<file path="src/rtl/pc_unit.sv">
// rtl/pc_unit.sv - program counter with redirect priority, return-address stack and sticky errors
// Optional trace output is compiled in when PC_UNIT_TRACE_EN is defined.
module pc_unit #(
  parameter int unsigned      WIDTH        = 32,
  parameter logic [WIDTH-1:0] RESET_VECTOR = '0,
  parameter int unsigned      INC          = 4,
  parameter int unsigned      RAS_DEPTH    = 4
) (
  input  logic             clk,
  input  logic             rst,
  input  logic             stall_i,
  input  logic             br_taken_i,
  input  logic [WIDTH-1:0] br_target_i,
  input  logic             jmp_i,
  input  logic [WIDTH-1:0] jmp_target_i,
  input  logic             call_i,
  input  logic             ret_i,
  output logic [WIDTH-1:0] pc_o,
  output logic [WIDTH-1:0] pc_plus_o,
  output logic             ras_empty_o,
  output logic             ras_full_o,
  output logic [1:0]       err_o
);

  localparam int unsigned      PTR_W      = $clog2(RAS_DEPTH);
  localparam int unsigned      CNT_W      = $clog2(RAS_DEPTH + 1);
  localparam logic [WIDTH-1:0] ALIGN_MASK = WIDTH'(INC - 1);
  localparam logic [PTR_W-1:0] PTR_MAX    = PTR_W'(RAS_DEPTH - 1);
  localparam logic [CNT_W-1:0] CNT_MAX    = CNT_W'(RAS_DEPTH);

  logic [WIDTH-1:0] pc_q, pc_d;
  logic [PTR_W-1:0] top_q, top_d;
  logic [CNT_W-1:0] cnt_q, cnt_d;
  logic [1:0]       err_q, err_d;
  logic [WIDTH-1:0] ras_q [RAS_DEPTH];

  logic [WIDTH-1:0] pc_plus;
  logic [WIDTH-1:0] target;
  logic             redirect;
  logic             ras_we;
  logic [PTR_W-1:0] ras_waddr;
  logic [PTR_W-1:0] top_inc;
  logic [PTR_W-1:0] top_dec;

  assign pc_plus = pc_q + WIDTH'(INC);
  // Explicit wrap keeps the circular buffer correct for non-power-of-two depths.
  assign top_inc = (top_q == PTR_MAX) ? '0 : top_q + 1'b1;
  assign top_dec = (top_q == '0) ? PTR_MAX : top_q - 1'b1;

  always_comb begin
    pc_d      = pc_q;
    top_d     = top_q;
    cnt_d     = cnt_q;
    err_d     = err_q;
    target    = '0;
    redirect  = 1'b0;
    ras_we    = 1'b0;
    ras_waddr = top_inc;
    if (!stall_i) begin
      pc_d = pc_plus;
      if (ret_i) begin
        if (cnt_q != '0) begin
          target   = ras_q[top_q];
          redirect = 1'b1;
        end else begin
          err_d[1] = 1'b1;
        end
      end else if (jmp_i) begin
        target   = jmp_target_i;
        redirect = 1'b1;
      end else if (br_taken_i) begin
        target   = br_target_i;
        redirect = 1'b1;
      end
      if (redirect) begin
        pc_d = target & ~ALIGN_MASK;
        if ((target & ALIGN_MASK) != '0) err_d[0] = 1'b1;
      end
      // Call+ret with a live entry swaps the top in place instead of pop-then-push.
      if (call_i && ret_i && (cnt_q != '0)) begin
        ras_we    = 1'b1;
        ras_waddr = top_q;
      end else if (call_i) begin
        ras_we = 1'b1;
        top_d  = top_inc;
        if (cnt_q != CNT_MAX) cnt_d = cnt_q + 1'b1;
      end else if (ret_i && (cnt_q != '0)) begin
        top_d = top_dec;
        cnt_d = cnt_q - 1'b1;
      end
    end
  end

  always_ff @(posedge clk or posedge rst) begin
    if (rst) begin
      pc_q  <= RESET_VECTOR;
      top_q <= '0;
      cnt_q <= '0;
      err_q <= '0;
    end else begin
      pc_q  <= pc_d;
      top_q <= top_d;
      cnt_q <= cnt_d;
      err_q <= err_d;
    end
  end

  always_ff @(posedge clk) begin
    if (!rst && ras_we) ras_q[ras_waddr] <= pc_plus;
  end

`ifdef PC_UNIT_TRACE_EN
  always @(posedge clk or posedge rst) begin
    if (rst) begin
      $display("@%0t: PC::RESET; PC is now %0h", $time, RESET_VECTOR);
    end else if (!stall_i) begin
      $display("@%0t: PC is now %0h", $time, pc_d);
      if (call_i && !ret_i && (cnt_q == CNT_MAX))
        $display("@%0t: RAS overflow, oldest entry overwritten", $time);
      if (ret_i && (cnt_q == '0))
        $display("@%0t: RAS underflow", $time);
    end
  end
`endif

  assign pc_o        = pc_q;
  assign pc_plus_o   = pc_plus;
  assign ras_empty_o = (cnt_q == '0);
  assign ras_full_o  = (cnt_q == CNT_MAX);
  assign err_o       = err_q;

endmodule

</file>
<file path="config.mk">
export PLATFORM = sky130hd
export DESIGN_NAME = pc_unit
export DESIGN_NICKNAME = d
export VERILOG_FILES = /design/src/rtl/pc_unit.sv
export SDC_FILE = /design/constraint.sdc
export NUM_CORES = 1
export LEC_CHECK = 0
export BUFFER_PORTS_ARGS = -buffer_cell sky130_fd_sc_hd__buf_2
export CORE_MARGIN = 5
export CORE_UTILIZATION = 60
export DETAILED_ROUTE_END_ITERATION = 6
export PLACE_DENSITY = 0.85
export SLEW_MARGIN = 15
export SYNTH_ARGS = -nofsm -noshare
export SYNTH_HDL_FRONTEND = slang
export SYNTH_SLANG_ARGS = --single-unit
export TNS_END_PERCENT = 30
</file>
<file path="constraint.sdc">
create_clock -name clk -period 9.9 [get_ports clk]
set_input_delay 1.98 -clock clk [delete_from_list [all_inputs] [get_ports clk]]
set_output_delay 1.98 -clock clk [all_outputs]
set_load 0.01 [all_outputs]
</file>
==> results of run 1 <==
==> metrics by stage <==
stage          power [mW]  instance area, um2
2_1_floorplan       1.545                7559
3_3_place_gp        1.801                8300
3_5_place_dp        1.834                8300
4_1_cts             2.462                8869
5_1_grt             2.586                8871
6_report            2.461                8871
==> cell usage in the layout, fill, tap and decap left out, types with 4 or more instances in the layout <==
master     synthesis  routed
nand4_1            5       5
edfxtp_1         120     120
a22oi_1            4       4
dfrtp_1           37      36
o22a_1            22      22
a31oi_1            9       9
inv_1             10      10
conb_1             1       4
nand2_1           32      32
clkbuf_16          0      17
and3_1             5       5
xor2_1             9       9
buf_2              6     134
and2_1             5       5
o22ai_1           27      27
a21oi_1           31      31
o2bb2a_1           4       4
buf_4              4      10
xnor2_1           21      21
nor4_1             7       6
a41oi_1            6       6
nor3_1            10      10
o21a_1             5       5
mux4_2            30      30
nor2_1            29      28
clkinv_2           0       6
o21ai_0           17      17
nand3_1           10      10
==> critical path, cell delays in order (launching register included) <==
cell and delay (ps):
dfrtp_1 440, ha_1 290, nand3_1 300, or2_2 440, nor3_1 570, nand2_1 160
xnor2_1 380, buf_2 210
==> registers in the layout, indices dropped and copies added, names as in the netlist <==
signal / flops
top_q: 2
err_o: 2
cnt_q: 3
ras_q: 120
pc_o: 30
==> power breakdown <==
part | switching [mW] | internal [mW]
Combinational | 0.473 | 0.357
Clock | 0.255 | 0.374
Sequential | 0.123 | 0.880
==> layout make-up <==
cell class,count,share of cell area (%)
clock buffers,19,4.993
clock inverters,13,1.410
inverters,11,0.4654
multi-input cells,345,31.23
flip-flops and latches,157,51.07
well taps,172,2.426
repair buffers,144,8.406
==> synth_stat cells (3+ instances only) <==
cell type  number  area share [%]
a22oi_1         4            0.40
nand3_1        10            0.66
and2_1          5            0.41
nor4_1          7            0.58
mux2_2          3            0.45
clkbuf_8        5            0.91
buf_1           3            0.15
a31oi_1         9            0.75
edfxtp_1      120              48
nand2_1        32             1.6
ha_1            3            0.50
a311o_1         3            0.40
nor2_1         29             1.4
nor3_1         10            0.66
a21oi_1        31             2.1
mux4_2         30             9.0
and3_1          5            0.41
xor2_1          9             1.0
buf_2           6            0.40
o2bb2a_1        4            0.53
dfrtp_1        37              12
o21a_1          5            0.50
a31o_2          3            0.35
a41oi_1         6            0.70
o21ai_0        17             1.1
o22ai_1        27             2.2
o221ai_1        3            0.35
xnor2_1        21             2.4
nand4_1         5            0.41
o31ai_1         4            0.40
buf_4           4            0.40
clkbuf_1       26             1.3
inv_1          10            0.50
o22a_1         22             2.6
==> path summary, 6_finish.rpt <==
check,to,slack (ps)
min reg2reg,err_o[0],470
max,pc_plus_o[26],4710
max in group asynchronous,pc_o[31],7600
max reg2reg,ras_q[1][5],6670
min,err_o[0],470
min in group asynchronous,err_o[1],1550
==> layer usage <==
| metal | track usage (%) | up-vias | wire, um |
|---|---|---|---|
| met5 | 0 | - | 0 |
| met4 | 9.937 | 0 | 385 |
| met3 | 6.360 | 45 | 1992 |
| met2 | 45.86 | 349 | 9666 |
| met1 | 36.53 | 2766 | 7709 |
| li1 | - | 2428 | - |
==> cells by family after synthesis <==
kind of cell / share of synthesized area (%)
AND/OR/NAND/NOR: 8.223
adder cells (fa/ha/maj): 0.7627
XOR/XNOR: 3.482
other: 0.04969
AO/OA/AOI/OAI: 14.17
multiplexers: 9.532
flip-flops: 60.01
buffers and inverters: 3.763
==> flow_summary.ini, run 1 <==
[detailed_routing]
drt_first_iter_violations = 612
wire_per_inst_um = 22.94
viasPerCell = 6.490
vias = 5588
drcViolationCount = 0
wl_um = 19750
dr.pass1.iters = 6
postRouteAntennaNets = 0

[timing]
post-route-min-period_ps = 5194
clock_skew_ps = 7.129
relSlewSlack_pct = 35.41
setup_viol_count_final = 0
drv_slew = 0
fin_tns_setup_ps = 0
setup_ws_ps = 4706
timing.fmax_ghz = 0.1925
grt_setup_unrepaired = no
worst_pin_slew_ps = 962.8
hold_viol_final = 0
hold_ws_ps = 465.2
post-route-period-util_pct = 52.46

[cells_and_area]
drive_gt1_share_pct = 33.24
multi_input_area_mm2 = 0.002770
seqCellArea_mm2 = 0.004531
fin_util_pct = 71.16
final_cells = 861
nets = 751
antenna_cells = 0
n_fill_cell = 848
area_delta_synth_final_pct = 17.54

[placed_design]
dp.cells = 829
port_buffers = 134
place_hpwl_um = 12880
gp_congestion = 0.9083
pre_cts_ws_ps = 4423

[yosys]
synth_area_per_cell_um2 = 13.60
ys_seq_area_share_pct = 60.01
synth-seq-cells = 157
synth.distinct_cells = 65
synth_ff_type = edfxtp_1
ys.warnings.count = 0
syn_area_mm2 = 0.007547
synth_edf_count = 120
syn_inst = 555
synthArstFlopShare_pct = 23.57

[power]
ir_drop_mv = 0.1630
powerDensity_mw_per_mm2 = 277.5
leakage_nw = 3.181

[grt]
grt_pass1_wl_um = 30910
grt_max_degree = 46
globalRoute.totalOverflow = 0
grt.total_usage_pct = 27.78
antenna_found_initial = 0
grt_pass1_vias = 5632

[clock_tree]
root_buffer = clkbuf_16
clock_latency_ps = 420
cts_buffers = 17
ctsHoldBuffers = 0
clock_sinks = 157
cts-resized-gates = 0
cts_tree = done
cts_setup_buffers = 0
cts_htree_levels = 4
clkTransAtPathRegs_ps = 60
cts_buffer_depth = 2

[floorplan]
start_util_pct = 60.54
die_w_um = 122.2
core_mm2 = 0.01247
num_io_pins = 139
dieArea_mm2 = 0.01492
dieHeight_um = 122.2
fp-row-count = 41

[critical_path]
ff2ff_path_depth = 7
critPathRequiredTime_ps = 7920
arrival_ps = 3210
r2r_start = top_q[0]
crit_fanout = 7
endpoint_kind = output pin
worst_setup_path_start_kind = register
cp-startpoint = pc_o[2]
worstSetupPathType = reg2out

[min_path]
hp-class = reg2reg
whs_path_depth = 1
holdCritStartpoint = err_o[0]

[job]
drv_cap = 0

[run_status]
outcome = finished clean
(Power assumes the default switching activity.)
==> run 2: changes to the inputs <==
--- a/config.mk
+++ b/config.mk
@@ -7,9 +7,9 @@
 export LEC_CHECK = 0
 export BUFFER_PORTS_ARGS = -buffer_cell sky130_fd_sc_hd__buf_2
 export CORE_MARGIN = 5
-export CORE_UTILIZATION = 60
+export CORE_UTILIZATION = 56
 export DETAILED_ROUTE_END_ITERATION = 6
-export PLACE_DENSITY = 0.85
+export PLACE_DENSITY = 0.8
 export SLEW_MARGIN = 15
 export SYNTH_ARGS = -nofsm -noshare
 export SYNTH_HDL_FRONTEND = slang
==> constraint.sdc (replaced) <==
create_clock -name clk -period 5 [get_ports clk]
set_input_delay 1 -clock clk [delete_from_list [all_inputs] [get_ports clk]]
set_output_delay 1 -clock clk [all_outputs]
set_load 0.01 [all_outputs]
==> run 2 against run 1 <==
Cell count rose by 0.93%. Highest routed layer unchanged. Clock-buffer cell count grew 1. Sequential cell count unchanged. Register-to-register slack got worse by 4400 ps. Sequential power grew 100%. Critical path depth stayed put. Clock power increased by 110%. Via count is essentially flat. Critical endpoint unchanged. Largest power group unchanged. Worst setup slack got worse by 3800 ps. Die area rose by 6.5%. Global-route usage down 2.3 points.
==> flow_summary.ini, run 2 (synthesis results as in run 1) <==
[timing]
relSlewSlack_pct = 35.05
fin_tns_setup_ps = 0
post-route-min-period_ps = 4116
timing.fmax_ghz = 0.2429
post-route-period-util_pct = 82.33
setup_ws_ps = 883.7
drv_slew = 0
hold_viol_final = 0
clock_skew_ps = 7.613
worst_pin_slew_ps = 968.3
grt_setup_unrepaired = no
setup_viol_count_final = 0

[cells_and_area]
multi_input_area_mm2 = 0.002776
seqCellArea_mm2 = 0.004531
regMostFlops = ras_q
area_delta_synth_final_pct = 18.40
largest_register_ffs = 120
nets = 755
n_fill_cell = 976
layout_commonest_cell = buf_2
final_cell_mix = buf_2 (134), edfxtp_1 (120), dfrtp_1 (36), nand2_1 (32), a21oi_1 (31)
antenna_cells = 0
drive_gt1_share_pct = 33.19

[grt]
antenna_found_initial = 0
grt_max_degree = 46
globalRoute.totalOverflow = 0
grt_pass1_wl_um = 31050
grt.total_usage_pct = 25.49
grt_pass1_vias = 5505

[clock_tree]
cts_htree_levels = 4
ctsHoldBuffers = 0
cts_setup_buffers = 0
root_buffer = clkbuf_16
cts_tree = done
cts_buffers = 17
clock_sinks = 157
clock_latency_ps = 420
cts-resized-gates = 0
cts_buffer_depth = 2
clkTransAtPathRegs_ps = 60

[power]
internal_power_mw = 3.244
seq_power_share_pct = 40.7
ir_drop_mv = 0.2961
leakage_nw = 3.200
switching_share_pct = 34.40
switchingPower_mw = 1.701
pwr-share-comb_pct = 33.3
powerDensity_mw_per_mm2 = 553.3
p_clk_share_pct = 26.0

[detailed_routing]
drcViolationCount = 0
postRouteAntennaNets = 0
vias = 5593
viasPerCell = 6.436
wl_um = 19970
dr.pass1.iters = 5
wire_per_inst_um = 22.98
drt_first_iter_violations = 526

[floorplan]
fp-row-count = 42
dieHeight_um = 126.1
die_w_um = 126.1
dieArea_mm2 = 0.01590
start_util_pct = 56.99
core_mm2 = 0.01324
num_io_pins = 139

[critical_path]
slowest_stage = nor3_1
r2r_end = pc_o[12]
slowest_delay_ps = 480
worstSetupPathType = reg2out
ff2ff_path_depth = 6
r2r_slack_ps = 2270
critical_path_buf_inv_count = 1
arrival_ps = 3120
endpoint_kind = output pin
critPathRequiredTime_ps = 4000
r2r_start = cnt_q[0]
worst_setup_path_start_kind = register
crit_fanout = 7
crit_family = simple AND/OR/NAND/NOR gates
crit_chain = ha_1 -> nand3_1 -> or2_2 -> nor3_1 -> nand2_1 -> xnor2_1 -> buf_2

[placed_design]
gp_congestion = 0.9163
pre_cts_ws_ps = 1461
place_hpwl_um = 13310
port_buffers = 134

[job]
drv_cap = 0

[min_path]
holdPathEnd = err_o[1]
whs_path_depth = 1
hp-class = reg2reg
holdCritStartpoint = err_o[1]

[run_status]
outcome = finished clean
[run 2: cell count changes in the layout (fill, tap and decap cells not counted), sizes merged]
cell      change
clkbuf        +1
bufinv        +1
clkinv        -4
clkinvlp      +2
buf           +4
[run 2: how the worst max path moves through the flow]
stage | slack (ps) | end | startpoint | cells after the start
2_1_floorplan | 1160 | ras_q[3][10] | stall_i | 6
3_3_place_gp | 1600 | pc_plus_o[29] | pc_o[9] | 5
3_5_place_dp | 1460 | pc_plus_o[26] | pc_o[2] | 7
4_1_cts | 970 | pc_plus_o[26] | pc_o[2] | 7
5_1_grt | 740 | pc_plus_o[26] | pc_o[2] | 7
6_report | 880 | pc_plus_o[26] | pc_o[2] | 7
[run 2: power groups by stage]
| stage | combinational, mW | clock (mW) | sequential (mW) |
|---|---|---|---|
| global route | 1.78 | 1.36 | 2.05 |
| detailed placement | 1.64 | 0 | 2.03 |
| global placement | 1.58 | 0 | 2.01 |
| finish | 1.65 | 1.29 | 2.01 |
| floorplan | 1.10 | 0 | 1.96 |
| CTS | 1.65 | 1.30 | 2.01 |
[run 2: per-stage QoR]
stage	utilization (%)	area (um2)	power, mW	instances	hold WS, ps
global placement	63.01	8344	3.594	837	444.3
floorplan	-	7565	3.061	558	481.3
finish	67.48	8936	4.944	869	466.7
global route	67.48	8936	5.193	869	493.4
detailed placement	63.01	8344	3.668	837	457.3
CTS	67.48	8936	4.962	869	470.1
[run 2: worst reg2reg max path: cells and delay by family, from the launching register on]
| kind | cells | cell delay (ps) |
|---|---|---|
| AO/OA/AOI/OAI | 3 | 1220 |
| buffers and inverters | 1 | 340 |
| flip-flops | 1 | 470 |
| AND/OR/NAND/NOR | 2 | 570 |
[run 2: layer usage]
metal | track usage [%] | vias up | routed length (um)
li1 | - | 2440 | -
met1 | 33.88 | 2764 | 7906
met4 | 9.211 | 0 | 456
met3 | 7.197 | 41 | 1996
met5 | 0 | - | 0
met2 | 40.53 | 348 | 9609
[run 2: final cells by class]
class / instances / area share, %
Clock buffer: 20 / 4.999
Tap cell: 176 / 2.464
Sequential cell: 157 / 50.70
Timing Repair Buffer: 148 / 8.681
Inverter: 11 / 0.4621
Multi-Input combinational cell: 345 / 31.07
Clock inverter: 12 / 1.624
